`config.mk`:
```
export PLATFORM = sky130hd
export DESIGN_NAME = alu_clock_gen_flat
export DESIGN_NICKNAME = d
export VERILOG_FILES = /design/src/rtl/alu_clock_gen_if.sv /design/src/rtl/alu_clock_gen.sv /design/src/flat_wrapper.sv
export SDC_FILE = /design/constraint.sdc
export NUM_CORES = 1
export LEC_CHECK = 0
export ABC_CLOCK_PERIOD_IN_PS = 4750
export CAP_MARGIN = 5
export CORE_AREA = 5 5 121 123
export CTS_CLUSTER_DIAMETER = 200
export DETAILED_ROUTE_END_ITERATION = 10
export DIE_AREA = 0 0 126 128
export GPL_TIMING_DRIVEN = 1
export HOLD_SLACK_MARGIN = 0.1
export SKIP_CTS_REPAIR_TIMING = 1
export SYNTH_ARGS = -nofsm -noshare
export SYNTH_HDL_FRONTEND = slang
export SYNTH_SLANG_ARGS = --single-unit
```
`constraint.sdc`:
```
create_clock -name clk -period 4.75 [get_ports clk]
set_clock_uncertainty 0.05 [all_clocks]
set_input_delay 0.475 -clock clk [delete_from_list [all_inputs] [get_ports clk]]
set_output_delay 0.475 -clock clk [all_outputs]
set_load 0.01 [all_outputs]
```
`src/rtl/alu_clock_gen_if.sv`:
```
// Control and status bundle between a timebase user (master) and the
// alu_clock_gen divider (slave). Widths follow the divider's parameters.
interface alu_clock_gen_if #(
  parameter int CNT_W = 16,
  parameter int CYC_W = 32
);
  logic             en;
  logic             load;
  logic [CNT_W-1:0] half_period;
  logic             clock;
  logic             rise;
  logic             fall;
  logic [CYC_W-1:0] cycles;

  modport master (
    output en, load, half_period,
    input  clock, rise, fall, cycles
  );

  modport slave (
    input  en, load, half_period,
    output clock, rise, fall, cycles
  );
endinterface

```
`src/rtl/alu_clock_gen.sv`:
```
// Programmable 50%-duty clock divider with rise/fall strobes and a running
// count of divided-clock rising edges. Every output comes straight from a flop.
module alu_clock_gen #(
  parameter int CNT_W        = 16,
  parameter int CYC_W        = 32,
  parameter int DEFAULT_HALF = 1
) (
  input  logic           clk,
  input  logic           reset,
  alu_clock_gen_if.slave bus
);

  localparam logic [CNT_W-1:0] ONE      = CNT_W'(1);
  localparam logic [CNT_W-1:0] HALF_RST = CNT_W'(DEFAULT_HALF);

  logic [CNT_W-1:0] cnt_q, cnt_d;
  logic [CNT_W-1:0] active_q, active_d;
  logic [CNT_W-1:0] shadow_q, shadow_d;
  logic [CNT_W-1:0] half_sat;
  logic             clock_q, clock_d;
  logic             rise_q, rise_d;
  logic             fall_q, fall_d;
  logic [CYC_W-1:0] cycles_q, cycles_d;
  logic             toggle;

  always_comb begin
    cnt_d    = cnt_q;
    active_d = active_q;
    shadow_d = shadow_q;
    clock_d  = clock_q;
    half_sat = (bus.half_period == '0) ? ONE : bus.half_period;
    toggle   = bus.en && (cnt_q == (active_q - ONE));

    if (bus.load) begin
      shadow_d = half_sat;
    end

    if (bus.en) begin
      if (toggle) begin
        // The new half-period takes effect only from the next phase onward.
        cnt_d    = '0;
        clock_d  = ~clock_q;
        active_d = shadow_q;
      end else begin
        cnt_d = cnt_q + ONE;
      end
    end else begin
      // While stopped the active length tracks the shadow (or a same-edge load);
      // a changed length restarts the phase so cnt can never overrun it.
      active_d = bus.load ? half_sat : shadow_q;
      if (active_d != active_q) begin
        cnt_d = '0;
      end
    end

    rise_d   = toggle && !clock_q;
    fall_d   = toggle && clock_q;
    cycles_d = cycles_q + CYC_W'(rise_d);
  end

  always_ff @(posedge clk or negedge reset) begin
    if (!reset) begin
      cnt_q    <= '0;
      active_q <= HALF_RST;
      shadow_q <= HALF_RST;
      clock_q  <= 1'b0;
      rise_q   <= 1'b0;
      fall_q   <= 1'b0;
      cycles_q <= '0;
    end else begin
      cnt_q    <= cnt_d;
      active_q <= active_d;
      shadow_q <= shadow_d;
      clock_q  <= clock_d;
      rise_q   <= rise_d;
      fall_q   <= fall_d;
      cycles_q <= cycles_d;
    end
  end

  assign bus.clock  = clock_q;
  assign bus.rise   = rise_q;
  assign bus.fall   = fall_q;
  assign bus.cycles = cycles_q;

endmodule

```
`src/flat_wrapper.sv`:
```
// flat-port wrapper written by rule: the top's interface ports become plain ports
module alu_clock_gen_flat 
#(
  parameter int CNT_W        = 16,
  parameter int CYC_W        = 32,
  parameter int DEFAULT_HALF = 1
)
  (clk, reset, bus_en, bus_load, bus_half_period, bus_clock, bus_rise, bus_fall, bus_cycles);
  alu_clock_gen_if #(.CNT_W(CNT_W), .CYC_W(CYC_W)) bus_i ();
  input  logic clk;
  input  logic reset;
  input wire logic [$bits(bus_i.en)-1:0] bus_en;
  input wire logic [$bits(bus_i.load)-1:0] bus_load;
  input wire logic [$bits(bus_i.half_period)-1:0] bus_half_period;
  output wire logic [$bits(bus_i.clock)-1:0] bus_clock;
  output wire logic [$bits(bus_i.rise)-1:0] bus_rise;
  output wire logic [$bits(bus_i.fall)-1:0] bus_fall;
  output wire logic [$bits(bus_i.cycles)-1:0] bus_cycles;
  assign bus_i.en = bus_en;
  assign bus_i.load = bus_load;
  assign bus_i.half_period = bus_half_period;
  assign bus_clock = bus_i.clock;
  assign bus_rise = bus_i.rise;
  assign bus_fall = bus_i.fall;
  assign bus_cycles = bus_i.cycles;
  alu_clock_gen #(.CNT_W(CNT_W), .CYC_W(CYC_W), .DEFAULT_HALF(DEFAULT_HALF)) u_core (.clk(clk), .reset(reset), .bus(bus_i));
endmodule
```
Yosys cells after proc, flatten, opt, wreduce, memory -nomap -nowiden
Index checks and enable logic that the tools add are counted.
{"block": "classes", "addsub": 3, "n_eq_ne": 3, "n_mux": 7, "bitwise": 1, "reduce_logical": 7}
{"cell": "two-way mux 16 bit", "n": 7}
{"cell": "adder 32 x 1 -> 32 bit", "n": 1}
{"cell": "adder 16 x 1 -> 16 bit (second input constant)", "n": 1}
{"cell": "equality test 16 bit", "n": 1}
{"cell": "zero test 16 bit", "n": 1}
{"cell": "!= test 16 bit", "n": 1}
{"cell": "subtractor 16 x 1 -> 16 bit (second input constant)", "n": 1}
{"cell": "logical AND 1 bit", "n": 3}
{"cell": "!= test 2 x 1 -> 1 bit (second input constant)", "n": 1}
{"cell": "AND reduction 2 bit", "n": 1}
{"cell": "nonzero test 2 bit", "n": 1}
{"cell": "zero test 1 bit", "n": 1}
{"cell": "inverter 1 bit", "n": 1}
{"block": "totals", "register_bits": 83, "input_bits": 20, "word_cells": 28}

Depth between registers and ports, before layout
{"block": "depth", "word_depth": 6, "depth_mapped": 17}

Least setup slack after synthesis
Ideal clock, no wire load.
{"block": "synth_timing", "kind": "register -> register", "from": "register u_core.active_q[6]", "to": "register u_core.cycles_q[26] (netlist: u_core.bus.cycles[26])", "setup_time_ns": 0.126, "arrival_time_ns": 3.946, "t_required_ns": 4.574, "path_slack_ns": 0.628, "path_stages_with_launch": 18, "path_buffers": 2, "synth_period_minus_slack_ns": 4.122, "cell_sequence": "dfrtp_1 > buf_2 > or4_1 > clkbuf_2 > nor4_1 > and3_1 > nor2_1 > nor4_1 > nand4_1 > nor3_1 > ha_1 > ha_1 > nand2_1 > nor4_1 > nand3_1 > nor2_1 > nand2_1 > xnor2_1"}
{"block": "synth_between", "elab_chain_len": 5}
{"element": "start, declared", "line_no": "alu_clock_gen.sv:17", "rtl": "logic [CNT_W-1:0] active_q, active_d;"}
{"element": "start signal, assigned", "line_no": "alu_clock_gen.sv:72", "rtl": "active_q <= active_d;"}
{"element": "subtractor 16 x 1 -> 16 bit", "line_no": "alu_clock_gen.sv:32", "rtl": "toggle = bus.en && (cnt_q == (active_q - ONE));"}
{"element": "equality test 16 bit", "line_no": "alu_clock_gen.sv:32"}
{"element": "logical AND 1 bit", "line_no": "alu_clock_gen.sv:32"}
{"element": "logical AND 1 bit", "line_no": "alu_clock_gen.sv:56", "rtl": "rise_d = toggle && !clock_q;"}
{"element": "net u_core.rise_d", "line_no": "alu_clock_gen.sv:21", "rtl": "logic rise_q, rise_d;"}
{"element": "adder 32 x 1 -> 32 bit", "line_no": "alu_clock_gen.sv:58", "rtl": "cycles_d = cycles_q + CYC_W'(rise_d);"}
{"element": "net u_core.cycles_d[26]", "line_no": "alu_clock_gen.sv:23", "rtl": "logic [CYC_W-1:0] cycles_q, cycles_d;"}
{"element": "end signal, assigned", "line_no": "alu_clock_gen.sv:77", "rtl": "cycles_q <= cycles_d;"}
{"element": "end, declared", "line_no": "alu_clock_gen.sv:23"}
The timed path passes the listed nets, and every way through them passes these cells.
A chain may end at the register's enable or synchronous reset.

Final worst setup path
{"block": "layout_timing", "from": "register u_core.active_q[6]", "to": "register u_core.cycles_q[28] (netlist: u_core.bus.cycles[28])"}
Same word-level chain as after synthesis.

==> run summary <==
CTS buffer count: 9
Core Box Area: 13,600 um2
Die Span X: 126 um
Final Core Density: 41.3%
buffers added on ports: 54
antenna-violating nets left: 0
antenna violations before repair: 0
Post-synth EDFFs: 0
FF+latch count, synth: 83
IO Count: 55
FF/Latch Area: 2080 um2
Leak Pwr: 2.31 nW
fmax: 231 MHz
number of global-route vias before repair: 3,664
Layout Nets: 545
Slew HR: 29.7%
Async S/R FF share, synth: 100%
H-tree levels: 3
syn_nets: 502
WS Path Type: reg -> reg
Final Hold Fails: 0
routing usage on met3: 2.00%
top cell type's share of synthesized area: 43.8%
Final GP Congestion: 0.838
Max VDD drop: 192 uV
Clk pin slew, worst setup/hold paths: 60 ps
gr usage total: 14.0%
met2 GRT Util: 22.1%
ys flop type: dfrtp_1
crit end category: flop
synth warn: 0
first-pass GRT wire length: 18,400 um
final WL: 11,100 um
fraction of layout cells with a size suffix above 1: 9.70%
HPWL after detailed placement: 7970 um
maximum clock path buffer count: 2
First-pass DRT Iterations: 5
WL/cell: 15.7 um
number of clock sinks: 83
CTS tree: built
area of the multi-input gates: 2320 um2
Final Power: 1.68 mW
CP Launch Type: flop
via count: 3,686
Most Crowded Layer GR: met2
HP Class: in -> async
P&R area growth vs syn: 21.1%
drt drc: 0
row cnt: 43
largest net degree at the start of global routing: 84
Yosys top cell by area: dfrtp_1
Worst-Skew Late Latency: 340 ps
First DRT Iteration DRCs: 269
die height: 128 um
Clock Tree Root: clkbuf_16
met1 Track Usage GR: 19.0%
Initial Util: 34.1%
CP Data Arrival Time: 4490 ps
n_diodes: 0
most frequent cells in the layout: dfrtp_1, clkdlybuf4s50_1, xnor2_1
vias per inst: 5.22
sequential area share after synthesis: 44.9%
GRT overflow: 0
die area: 16,100 um2
slew at the pin closest to its max-slew limit: 1050 ps
area of the mapped netlist: 4630 um2
status: complete, no violations
Worst Path Required: 4920 ps
mean post-synth cell area: 9.68 um2
period utilization: 90.9%
min cycle time layout: 4320 ps
reg2reg setup slack: 430 ps
setup violators final: 0
PD cells: 301 nW/um2
Final Cell Area: 5600 um2
fin. max-slew vios: 0
setup TNS: 0 ps
commonest non-fill, non-tap cell in the layout: dfrtp_1
Max-cap violations: 0
critical path peak fanout: 7
main area contributors after synthesis: dfrtp_1, xnor2_1, xor2_1, nor3_1, nand3_1
Hold Slack: 250 ps
Yosys cell types: 56
total placed instance area: 5290 um2
fill count: 1,352
Mapped Cells: 478
==> through the flow <==
stage                     setup WS [ps]  instances
after floorplan                     628        478
after global placement              480        690
after detailed placement            249        690
after CTS                           234        706
after global routing              -12.6        706
final                               430        706
==> logic make-up (layout without fill, tap and decap cells) <==
family	after synthesis	in the layout	share of synthesized area, %
AO/OA/AOI/OAI	63	63	10.2
XOR/XNOR	65	65	12.3
adder cells (fa/ha/maj)	4	4	1.08
buffers and inverters	53	101	5.24
flip-flops	83	83	44.9
multiplexers	22	22	5.08
AND/OR/NAND/NOR	188	188	21.2
==> final timing paths <==
| kind | to | depth (start not counted) | from |
|---|---|---|---|
| worst max-delay path | u_core.bus.cycles[28]$_DFF_PN0_ | 16 | u_core.active_q[6]$_DFFE_PN0P_ |
| worst min-delay path | u_core.shadow_q[14]$_DFF_PN0_ | 1 | reset |
| worst max register to register | u_core.bus.cycles[28]$_DFF_PN0_ | 16 | u_core.active_q[6]$_DFFE_PN0P_ |
| worst min register to register | u_core.bus.cycles[31]$_DFF_PN0_ | 1 | u_core.bus.cycles[31]$_DFF_PN0_ |
| max in group asynchronous | u_core.bus.cycles[29]$_DFF_PN0_ | 1 | reset |
| min in group clk | u_core.bus.cycles[31]$_DFF_PN0_ | 1 | u_core.bus.cycles[31]$_DFF_PN0_ |
==> worst max-delay path: stages, from the launching register on <==
cell,delay [ps]
dfrtp_1,450
or4_1,690
nor4_2,410
and3_1,240
nor2_1,50
nor4_1,310
nand4_1,150
nor3_1,230
ha_1,270
ha_1,270
nand2_1,100
nor4_1,180
buf_4,180
nand3_1,170
nor2_2,210
nand2_1,90
xnor2_1,130
==> Yosys cell counts (4+ instances only) <==
library cell and number:
a22o_1 6, nor4_1 16, nand2_1 35, nor2_1 34, nor3_1 28, o21ai_0 12
inv_1 24, dfrtp_1 81, a311oi_1 15, and3_1 14, ha_1 4, a31oi_1 9
or2_2 4, clkbuf_1 14, buf_6 4, nand4_1 9, or4_1 4, xnor2_1 41
mux2_2 12, nand3_1 27, mux2i_1 10, buf_2 7, xor2_1 24
==> flip-flops by register name (all words and copies together), names as in the netlist <==
signal	count
u_core.active_q	16
u_core.bus.clock	1
u_core.bus.cycles	32
u_core.bus.fall	1
u_core.bus.rise	1
u_core.cnt_q	16
u_core.shadow_q	16
==> layout make-up <==
| type | count | area share, % |
|---|---|---|
| multi-input combinational | 342 | 41.4 |
| timing repair buffer | 61 | 10.5 |
| inverter | 24 | 1.61 |
| tap | 180 | 4.02 |
| clock buffer | 10 | 4.09 |
| sequential | 83 | 37.1 |
| clock inverter | 6 | 1.18 |
==> power by group <==
| group | leakage, nW | internal, mW | switching, mW |
|---|---|---|---|
| Sequential | 1.08 | 0.740 | 0.0407 |
| Combinational | 1.09 | 0.0916 | 0.112 |
| Clock | 0.146 | 0.408 | 0.291 |
| Total | 2.31 | 1.24 | 0.444 |
==> metal layers <==
metal	vias up	part of all wire, %
met5	-	0
met4	0	2.5
met3	21	4.2
met2	82	47
met1	1781	47
li1	1802	-
(Power assumes the default switching activity.)
